$ cat src/rtl/mul_iter_unit.sv
// mul_iter_unit: iterative shift-add MUL/MLA, BITS_PER_CYCLE multiplier bits per cycle, low 32-bit result.
// Optional N/Z flag outputs are enabled by defining MUL_ITER_FLAGS_EN.
module mul_iter_unit #(
    parameter int BITS_PER_CYCLE = 1
) (
    input  logic        clk,
    input  logic        reset,
    input  logic        start,
    input  logic        accumulate,
    input  logic [31:0] rn_data,
    input  logic [31:0] rm_data,
    input  logic [31:0] ra_data,
    input  logic [3:0]  rd_in,
    output logic        busy,
    output logic        done,
    output logic [31:0] result,
    output logic [3:0]  rd_out
`ifdef MUL_ITER_FLAGS_EN
    ,
    input  logic        setflags,
    output logic        flag_n,
    output logic        flag_z
`endif
);
    localparam int ITER = 32 / BITS_PER_CYCLE;
    typedef enum logic [1:0] {IDLE, CALC, DONE} state_t;
    state_t      r_state;
    logic [31:0] r_mcand, r_mplier, r_acc;
    logic [4:0]  r_cnt;
    logic [31:0] w_digit, w_acc_next;
    logic        w_load, w_last;
    assign w_digit    = {{(32-BITS_PER_CYCLE){1'b0}}, r_mplier[BITS_PER_CYCLE-1:0]};
    assign w_acc_next = r_acc + r_mcand * w_digit;
    assign w_load     = start && (r_state != CALC);
    assign w_last     = (r_state == CALC) && (r_cnt == 5'd0);
    assign busy       = r_state == CALC;
    assign done       = r_state == DONE;
    always_ff @(posedge clk or negedge reset) begin
        if (!reset) begin
            r_state  <= IDLE;
            r_mcand  <= '0;
            r_mplier <= '0;
            r_acc    <= '0;
            r_cnt    <= '0;
            result   <= '0;
            rd_out   <= '0;
        end else if (w_load) begin
            r_mcand  <= rn_data;
            r_mplier <= rm_data;
            r_acc    <= accumulate ? ra_data : 32'd0;
            rd_out   <= rd_in;
            r_cnt    <= 5'(ITER - 1);
            r_state  <= CALC;
        end else if (r_state == CALC) begin
            r_acc    <= w_acc_next;
            r_mcand  <= r_mcand << BITS_PER_CYCLE;
            r_mplier <= r_mplier >> BITS_PER_CYCLE;
            if (r_cnt == 5'd0) begin
                result  <= w_acc_next;
                r_state <= DONE;
            end else begin
                r_cnt <= r_cnt - 5'd1;
            end
        end else begin
            r_state <= IDLE;
        end
    end
`ifdef MUL_ITER_FLAGS_EN
    logic r_setflags;
    always_ff @(posedge clk or negedge reset) begin
        if (!reset) begin
            r_setflags <= 1'b0;
            flag_n     <= 1'b0;
            flag_z     <= 1'b0;
        end else begin
            if (w_load) r_setflags <= setflags;
            if (w_last && r_setflags) begin
                flag_n <= w_acc_next[31];
                flag_z <= w_acc_next == 32'd0;
            end
        end
    end
`endif
endmodule

$ cat config.mk
export PLATFORM = sky130hd
export DESIGN_NAME = mul_iter_unit
export DESIGN_NICKNAME = d
export VERILOG_FILES = /design/src/rtl/mul_iter_unit.sv
export SDC_FILE = /design/constraint.sdc
export NUM_CORES = 1
export LEC_CHECK = 0
export ABC_AREA = 1
export BUFFER_PORTS_ARGS = -buffer_cell sky130_fd_sc_hd__buf_2
export CAP_MARGIN = 15
export CORE_MARGIN = 1
export CORE_UTILIZATION = 45
export CTS_CLUSTER_DIAMETER = 120
export DETAILED_ROUTE_END_ITERATION = 16
export GPL_ROUTABILITY_DRIVEN = 0
export HOLD_SLACK_MARGIN = 0.12
export PLACE_DENSITY = 0.74
export SYNTH_ARGS = -nofsm -noshare
export SYNTH_HDL_FRONTEND = slang
export SYNTH_SLANG_ARGS = --single-unit
$ cat constraint.sdc
create_clock -name clk -period 3.4 [get_ports clk]
set_input_delay 0.68 -clock clk [delete_from_list [all_inputs] [get_ports clk]]
set_output_delay 0.68 -clock clk [all_outputs]
set_load 0.02 [all_outputs]
Yosys cells after proc, flatten, opt, wreduce, memory -nomap -nowiden
Cells that the tools add are included.
{"block": "classes", "n_addsub": 2, "n_mul": 1, "eq_ne": 5, "mux": 13, "bitwise": 1, "reduce_logical": 5}
{"cell": "$mux W32", "n": 7}
{"cell": "$add A32 B32 Y32", "n": 1}
{"cell": "$mul A32 B1 Y32", "n": 1}
{"cell": "$mux W5", "n": 3}
{"cell": "$mux W2", "n": 3}
{"cell": "$logic_not A5 Y1", "n": 1}
{"cell": "$sub A5 B1 Y5 const B", "n": 1}
{"cell": "$ne A3 B1 Y1 const B", "n": 1}
{"cell": "$reduce_and A3 Y1", "n": 1}
{"cell": "$eq A2 B1 Y1 const B", "n": 1}
{"cell": "$eq A2 B2 Y1 const B", "n": 1}
{"cell": "$ne A2 B1 Y1 const B", "n": 1}
{"cell": "$ne A2 B2 Y1 const B", "n": 1}
{"cell": "$reduce_and A2 Y1", "n": 1}
{"cell": "$reduce_bool A2 Y1", "n": 1}
{"cell": "$logic_and A1 B1 Y1", "n": 1}
{"cell": "$not A1 Y1", "n": 1}
{"block": "totals", "regBits": 139, "inputBits": 104, "output_inout_bits": 38, "word_cells": 34}

Longest topological paths before layout
Gate-level depths: netlist of the first run.
{"block": "logic_depth", "word_depth": 4, "ltp_mapped": 16, "ltp_nobuf": 14}

Worst setup path after synthesis of the first run
Ideal clock, no wire load.
{"block": "synth_path", "path_kind": "reg-to-reg", "startpoint": "register r_mplier[0]", "endpoint": "register r_acc[12]", "setup_time_ps": 77, "arrival_time_ps": 2065, "t_required_ps": 3323, "setup_slack_ps": 1258, "stages_incl_launch_ff": 13, "n_path_buf": 2, "synth_period_minus_slack_ps": 2142, "cell_sequence": "dfrtp_1 clkbuf_1 clkbuf_1 nand2_1 inv_1 fa_1 nand3_1 nand3_1 nand3_1 nand3_2 xnor2_1 or2_1 a21oi_1"}
{"block": "synth_via", "elab_chain_cells": 4}
{"item": "start: declaration", "line": "28", "source": "logic [31:0] r_mcand, r_mplier, r_acc;"}
{"item": "start signal: assignment", "line": "49", "source": "r_mplier <= rm_data;"}
{"item": "start signal: assignment", "line": "57", "source": "r_mplier <= r_mplier >> BITS_PER_CYCLE;"}
{"item": "$mul A32 B1 Y32", "line": "33", "source": "assign w_acc_next = r_acc + r_mcand * w_digit;"}
{"item": "$add A32 B32 Y32", "line": "33"}
{"item": "$mux W32", "line": "54", "source": "end else if (r_state == CALC) begin"}
{"item": "$mux W32", "line": "47", "source": "end else if (w_load) begin"}
{"item": "end signal: assignment", "line": "50", "source": "r_acc <= accumulate ? ra_data : 32'd0;"}
{"item": "end signal: assignment", "line": "55", "source": "r_acc <= w_acc_next;"}
{"item": "end: declaration", "line": "28"}
Every way passes these cells. The select of a mux whose other input is x is not followed.
A chain may end at the register's enable or synchronous reset.

Final worst setup path of the first run
{"block": "layout_path", "startpoint": "register r_mplier[0]", "endpoint": "register result[26]"}
{"block": "layout_via", "elab_chain_cells": 2}
{"item": "$mul A32 B1 Y32", "line": "33"}
{"item": "$add A32 B32 Y32", "line": "33"}
{"item": "end signal: assignment", "line": "59", "source": "result <= w_acc_next;"}
{"item": "end: declaration", "line": "16", "source": "output logic [31:0] result,"}
Every way passes these cells.

==> impl_metrics.ini, run 1 <==
[worst_setup_path]
cp_max_fo = 17
crit_path_end_kind = register
critPathArrivalTime_ns = 2.85
critPathBufInv = 2
cp.depth = 13
crit_slowest_cell = dfrtp_1
r2r_cells = 13
cp_top_family = simple AND/OR/NAND/NOR gates
crit_chain = buf_4 -> nand2_1 -> inv_1 -> ha_1 -> nand2_1 -> nor2_1 -> nand2_1 -> nor2_1 -> nand2_1 -> nand3_1 -> nand2_1 -> nand3_1 -> nand2_1
worstPathRequired_ns = 3.71
setup.worst_path.class = register to register
crit_path_max_incr_delay_ns = 0.54
cpMostUsedCell = nand2_1
startpoint_type = register

[drt]
firstDrtPassIters = 5
vias = 8101
drtIter0Drc = 608
route.detailed.drc = 0
routed_wl_mm = 23.50
wl_per_cell_um = 14.88
drtAntennaViolNets = 0
vias_per_cell = 5.130

[yosys]
synth_fp_nets = 1345
avgSynthCellArea_sq_um = 7.064
ys.flop_type = dfrtp_1
syn_area_sq_um = 8526
yosysSeqAreaShare = 0.4080
syn_inst = 1207
ys_top_cells_by_count = nand2_1, inv_1, dfrtp_1, a21oi_1, nor2_1
synth_cell_type_count = 34
yosys-top-cells-area = dfrtp_1, nand2_1, inv_1
yosys_warnings = 0
synth_top_cell_by_area = dfrtp_1
async_reset_ff_frac = 1.000
ys_seq_elements = 139
synth_edf_count = 0
synth.top_cell.area_share = 0.4080
synth_most_common_cell = nand2_1

[placement]
hpwl_mm = 17.25
dpl_cell_area_sq_um = 9443
port_buffers = 141
post-place-cells = 1545

[timing]
worst_pin_slew_ns = 0.9866
hold_viol_final = 0
relSlewSlack = 0.3416
final.setup.tns_ns = 0
rsz0062_at_grt = no
whs_ns = 0.2708
slew_violations = 0
final-setup-viol-count = 0
max_freq_mhz = 394.1
layout_min_cycle_time_ns = 2.537
period_share = 0.7463
fin_worst_skew_ns = 0.006762

[cts]
cts_setup_buffers = 0
cts_buffers = 17
clk_latency_ns = 0.43
cts_resized = 0
cts_tree = built
cts-root-buf = clkbuf_16
postCtsHoldBufs = 0
htreeDepth = 4
cts_sinks = 139
clk_transition_reported_paths_ns = 0.06
clock_path_buffers = 2

[power_and_ir_drop]
leakagePower_nw = 5.655
power_mw = 9.260
max-vdd-ir-drop_uv = 513.5
p_per_area_nw_per_um2 = 924.2

[final_layout]
syn2layout_area_growth_pct = 17.52
drive_gt1_frac = 0.1595
final_nets = 1473
stdcell_count = 1579
final_area_sq_um = 10020

[flow_run]
maxCapViolCount = 0

[die]
io_pins = 142
coreArea_sq_um = 18270
die-area_sq_um = 19500
die_height_um = 139.6
start_util = 0.4666
fp.dieW_um = 139.6
core.rowCount = 49

[hold_path]
hp-class = input port to asynchronous set/reset pin

[status]
outcome = finished clean

[grt]
grt_pass1_vias = 7756
antenna_found_initial = 3
grt_overflow = 0
grt_pass1_wl_mm = 38.87
grt_max_degree = 79
track_usage = 0.2559
==> worst paths after layout <==
| check | from | to | slack (ns) |
|---|---|---|---|
| setup / recovery | r_mplier[0] | result[26] | 0.86 |
| hold / removal | reset | result[11] | 0.27 |
| setup reg to reg | r_mplier[0] | result[26] | 0.86 |
| hold reg to reg | rd_out[3] | rd_out[3] | 0.46 |
| max in group asynchronous | reset | result[19] | 2.27 |
| min in group clk | rd_in[2] | rd_out[2] | 0.45 |
==> worst register-to-register path, cell delays in order, from the launching register on <==
cell and delay, ns:
dfrtp_1 0.54, buf_4 0.29, nand2_1 0.09, inv_1 0.04
ha_1 0.36, nand2_1 0.15, nor2_1 0.24, nand2_1 0.11
nor2_1 0.11, nand2_1 0.11, nand3_1 0.10, nand2_1 0.07
nand3_1 0.14, nand2_1 0.07
==> placed cells by master (no fill, tap or decap), drive strengths merged <==
cell,n
nand2,452
clkbuf,21
clkinvlp,2
a22oi,1
clkinv,7
ha,33
a21oi,81
o211ai,26
nand3,71
and2,2
fa,1
dfrtp,139
xnor2,4
bufinv,2
inv,200
o221ai,31
o21ai,14
nand4,4
a21o,1
nand3b,5
diode,2
nor3,3
buf,154
xor2,11
nor2,76
or2,4
o21bai,3
==> state kept, by name, indices dropped and copies added (netlist names) <==
| register | flops |
|---|---|
| result | 32 |
| r_mplier | 32 |
| rd_out | 4 |
| r_state | 2 |
| r_mcand | 32 |
| r_cnt | 5 |
| r_acc | 32 |
==> cell families after synthesis <==
group | Yosys count | share of synthesized area
compound gates | 157 | 0.1149
xor+xnor | 15 | 0.01717
fa+ha+maj | 34 | 0.05078
buf+inv | 245 | 0.1126
flops | 139 | 0.4080
simple gates | 617 | 0.2966
==> stage by stage <==
step                utilization  worst slack, ns
floorplan                     -            1.258
global placement         0.5168           0.9358
detailed placement       0.5168           0.9138
CTS                      0.5481           0.8966
global route             0.5481           0.5859
finish                   0.5484           0.8627
==> per-layer routing <==
layer | track usage | share of wire
met1 | 0.3424 | 0.46
met2 | 0.4020 | 0.45
met3 | 0.06091 | 0.070
met4 | 0.09717 | 0.021
met5 | 0 | 0.00094
==> final cells by class <==
class / count / area [sq um]
inverter: 200 / 750.7
sequential: 139 / 3478
clock inverter: 11 / 121.4
tap: 229 / 286.5
multi-input combinational: 823 / 4105
timing repair buffer: 154 / 822.0
clock buffer: 21 / 450.4
fill: 1746 / 8250
antenna: 2 / 5.005
==> report_power, final <==
| group | internal (mW) | total (mW) | switching [mW] |
|---|---|---|---|
| sequential | 2.40 | 2.84 | 0.438 |
| clock | 1.10 | 1.82 | 0.724 |
| combinational | 1.60 | 4.61 | 3.00 |
Power figures use the tool's default switching activity.
==> run 2: changes to the inputs <==
- clock period: 3.4 -> 2.4 ns (I/O delays scaled with it)
==> run 2 against run 1 <==
Effect of this change: critical path depth increased by 2; clock skew increased by 0.012 ns; register-to-register slack got worse by 0.70 ns; sequential share of layout area decreased by 0.86 points; worst hold slack got worse by 0.021 ns; combinational power increased by 49%; global-route usage decreased by 0.28 points; utilization increased by 1.4 points; non-clock buffer count increased by 6; sequential cell count unchanged; total power increased by 47%; cell count increased by 0.25%; largest cell class unchanged.
==> impl_metrics.ini, run 2 (same netlist as run 1, synthesis figures left out) <==
[final_layout]
final_common_cell = nand2_1
final_core_util = 0.5624
syn2layout_area_growth_pct = 20.52
mostFrequentLayoutCells = nand2_1, inv_1, buf_2
multi_input_area_sq_um = 4225
n_antenna_cell = 0
n_fill_cell = 1758
stdcell_count = 1583
drive_gt1_frac = 0.1891
final_nets = 1479
final-seq-area_sq_um = 3478

[grt]
grt_max_degree = 75
grt_pass1_wl_mm = 38.93
antenna_found_initial = 1
grt_pass1_vias = 7803
track_usage = 0.2530
grt_overflow = 0

[placement]
port_buffers = 141
post-place-cells = 1550
hpwl_mm = 17.69

[hold_path]
worstHoldStart = rm_data[31]
hp-class = input port to register
min_to = r_mplier[31]
holdPathStages = 3

[worst_setup_path]
crit_path_end_kind = register
reg2reg_from = r_mplier[0]
setup.worst_path.class = register to register
rrSetupSlack_ns = 0.17
r2r_cells = 15
cp_max_fo = 15
critPathArrivalTime_ns = 2.58
worstPathRequired_ns = 2.75
r2r-end = r_acc[31]
startpoint_type = register

[cts]
cts_buffers = 17
clk_latency_ns = 0.44
cts_tree = built
cts-root-buf = clkbuf_16
clk_transition_reported_paths_ns = 0.06
cts_setup_buffers = 0
cts_sinks = 139
htreeDepth = 4
clock_path_buffers = 2

[drt]
wl_per_cell_um = 15.03
drtIter0Drc = 698
routed_wl_mm = 23.80
drtAntennaViolNets = 0
vias = 8100
route.detailed.drc = 0
firstDrtPassIters = 7
vias_per_cell = 5.117

[die]
coreArea_sq_um = 18270
io_pins = 142
die_height_um = 139.6
start_util = 0.4666
die-area_sq_um = 19500
core.rowCount = 49
fp.dieW_um = 139.6

[timing]
slew_violations = 0
period_share = 0.9303
final.setup.tns_ns = 0
final-setup-viol-count = 0
worst_pin_slew_ns = 0.6430
max_freq_mhz = 447.9
relSlewSlack = 0.5709
fin_worst_skew_ns = 0.01851
layout_min_cycle_time_ns = 2.233
hold_viol_final = 0

[status]
outcome = finished clean

[power_and_ir_drop]
leakagePower_nw = 5.715
max-vdd-ir-drop_uv = 621.2
p_per_area_nw_per_um2 = 1328

[flow_run]
maxCapViolCount = 0
## run 2: through the flow
step	area [sq um]	setup WS, ns	hold WS (ns)	power [mW]
after global routing	10270	-0.01133	0.2457	14.72
after CTS	10150	0.07476	0.2406	13.44
after floorplan	8526	0.2575	0.1844	8.717
after detailed placement	9518	0.07958	0.4571	10.63
final	10270	0.1673	0.2499	13.65
after global placement	9518	0.1097	0.4490	10.45
## run 2: routing by layer
layer | track usage | wire, um
met1 | 0.3485 | 10880
met2 | 0.3914 | 10620
met3 | 0.06469 | 1849
met4 | 0.07577 | 446
met5 | 0 | 0
## run 2: final cells by class
cell class	count	share of cell area
multi-input combinational	823	0.4112
timing repair buffer	160	0.08902
sequential	139	0.3385
inverter	200	0.07306
clock inverter	13	0.01620
tap	229	0.02789
clock buffer	19	0.04408
## run 2: how the worst max path moves through the flow
stage	end	slack, ns	start
3_3_place_gp	r_acc[13]	0.11	r_mplier[0]
5_1_grt	r_acc[30]	-0.01	r_mplier[0]
3_5_place_dp	r_acc[28]	0.08	r_mplier[0]
4_1_cts	r_acc[13]	0.07	r_mplier[0]
2_1_floorplan	r_acc[12]	0.26	r_mplier[0]
6_report	r_acc[31]	0.17	r_mplier[0]
## run 2: worst max-delay path, cell delays in order, from the launching register on
cell and delay [ns]:
dfrtp_1 0.42, buf_6 0.17, nand2_1 0.06, inv_1 0.07, ha_1 0.35, nand2_1 0.10
nand2_1 0.13, nand2_1 0.11, nand2_1 0.06, inv_1 0.05, nand2_1 0.08, a21oi_2 0.19
nand2_1 0.08, nand2_1 0.07, nand3_1 0.07, a21oi_1 0.14
## run 2: where the power goes
group / internal, mW / leakage (nW) / switching [mW]
Sequential: 3.40 / 1.75 / 0.588
Clock: 1.69 / 0.284 / 1.07
Combinational: 2.43 / 3.68 / 4.46
Total: 7.52 / 5.72 / 6.13
## run 2: what timing repair did
| action | in CTS | in global routing |
|---|---|---|
| hold endpoints to repair | 49 | 0 |
| setup endpoints to repair | 0 | 28 |
| hold buffers | 1 | 0 |
| gates resized for setup | 0 | 37 |
==> run 3: changes to the inputs <==
- TNS_END_PERCENT: not set -> 20
- clock period: 2.4 -> 2.1 ns (I/O delays scaled with it)
==> run 3 against run 2 <==
Effect of this change: the flow now finishes with violations (negative setup slack); sequential share of layout area shrank 3.0 points; total power grew 29%; clock power grew 20%; utilization grew 5.4 points; non-clock buffer count grew 47; via count grew 5.5%; cell count grew 3.0%; critical path type unchanged; largest power group unchanged.
==> impl_metrics.ini, run 3 (same netlist as run 1, synthesis figures left out) <==
[die]
io_pins = 142
die-area_sq_um = 19500
coreArea_sq_um = 18270
die_height_um = 139.6
core.rowCount = 49
fp.dieW_um = 139.6
start_util = 0.4666

[grt]
grt_pass1_vias = 8201
grt_max_degree = 75
grt_overflow = 0
grt_pass1_wl_mm = 40.37
track_usage = 0.2640
antenna_found_initial = 4

[worst_setup_path]
cp_max_fo = 22
startpoint_type = register
worstPathRequired_ns = 2.46
crit_path_end_kind = register
crit_path_max_incr_delay_ns = 0.41
critPathArrivalTime_ns = 2.59
crit_chain = buf_12 -> buf_4 -> nand2_1 -> inv_1 -> ha_4 -> nand2_2 -> inv_1 -> nand2_1 -> nand2_1 -> inv_1 -> nand2_1 -> a21oi_2 -> nand2_1 -> nand2_1 -> nand3_1 -> a21oi_1
rrSetupSlack_ns = -0.13
setup.worst_path.class = register to register
crit_slowest_cell = dfrtp_1
cpMostUsedCell = nand2_1

[timing]
max_freq_mhz = 447.6
worst_pin_slew_ns = 0.4826
relSlewSlack = 0.6782
hold_viol_final = 0
layout_min_cycle_time_ns = 2.234
period_share = 1.064
final.setup.worst_slack_ns = -0.1343
slew_violations = 0
whs_ns = 0.1849
fin_worst_skew_ns = 0.01301
final-setup-viol-count = 28
rsz0062_at_grt = yes

[cts]
cts_tree = built
clock_path_buffers = 2
clk_transition_reported_paths_ns = 0.06
htreeDepth = 4
cts_sinks = 139
cts_buffers = 17
cts-root-buf = clkbuf_16
clk_latency_ns = 0.44

[flow_run]
maxCapViolCount = 0

[placement]
pre_cts_slack_ns = -0.2329
port_buffers = 141
hpwl_mm = 17.79

[status]
outcome = finished, violations left
violations = negative setup slack

[drt]
drtAntennaViolNets = 0
firstDrtPassIters = 6
vias = 8545
vias_per_cell = 5.239
wl_per_cell_um = 15.56
drtIter0Drc = 718
route.detailed.drc = 0
routed_wl_mm = 25.37

[final_layout]
drive_gt1_frac = 0.2862
mostFrequentLayoutCells = nand2_1, inv_1, buf_2
syn2layout_area_growth_pct = 32.17
final_nets = 1526
final_common_cell = nand2_1
n_fill_cell = 1566

[power_and_ir_drop]
max-vdd-ir-drop_uv = 761.0
p_per_area_nw_per_um2 = 1567
leakagePower_nw = 6.018
power_mw = 17.66

[hold_path]
hp-class = input port to register
[run 3: cell count changes in the layout (fill, tap and decap cells not counted), sizes merged]
cell | previous run | this run
clkbuf | 19 | 18
diode | 0 | 1
clkinv | 2 | 4
bufinv | 3 | 4
buf | 159 | 206
clkinvlp | 6 | 1
inv | 202 | 205
[run 3: path summary, 6_finish.rpt]
kind,start,endpoint,cells after the start
worst max-delay path,r_mplier[0],r_acc[27],16
worst min-delay path,rd_in[1],rd_out[1],3
worst max register to register,r_mplier[0],r_acc[27],16
worst min register to register,result[6],result[6],2
max in group asynchronous,reset,r_mcand[23],3
min in group asynchronous,reset,result[8],2
[run 3: through the flow]
| stage | instance area, sq um | utilization | TNS (ns) | cells |
|---|---|---|---|---|
| after floorplan | 8531 | - | 0 | 1207 |
| after global placement | 9888 | 0.5412 | -1.818 | 1594 |
| after detailed placement | 9888 | 0.5412 | -3.503 | 1594 |
| after CTS | 10950 | 0.5994 | -0.7550 | 1628 |
| after global routing | 11270 | 0.6168 | -6.408 | 1631 |
| final | 11270 | 0.6168 | -1.446 | 1631 |
[run 3: area by class of cell]
| cell class | count | area [sq um] | area share |
|---|---|---|---|
| diodes | 1 | 2.502 | 0.0002221 |
| clock buffers | 18 | 439.2 | 0.03897 |
| clock inverters | 14 | 209.0 | 0.01854 |
| inverters | 200 | 750.7 | 0.06662 |
| multi-input cells | 823 | 4801 | 0.4260 |
| flip-flops and latches | 139 | 3478 | 0.3087 |
| well taps | 229 | 286.5 | 0.02543 |
| repair buffers | 207 | 1301 | 0.1155 |
[run 3: timing repair]
item | in CTS | in global routing
resized for setup | 72 | 73
buffers inserted | 1 | 2
pin swaps | 7 | 10
hold buffers | 1 | 0
hold endpoints to repair | 34 | 0
setup endpoints to repair | 47 | 55
[run 3: per-layer routing]
layer	GRT usage	wire [um]
met5	0	23
met4	0.09543	798
met3	0.06022	1915
met2	0.4271	11640
met1	0.3462	11000
[run 3: worst max-delay path, delay by kind of cell, from the launching register on]
kind,cells,cell delay (ns)
simple gates,8,0.71
compound gates,2,0.33
buf+inv,5,0.48
fa+ha+maj,1,0.24
flops,1,0.41
[run 3: power breakdown]
group	internal [mW]	switching [mW]
sequential	3.88	0.800
clock	2.05	1.28
combinational	3.95	5.70
total	9.88	7.78
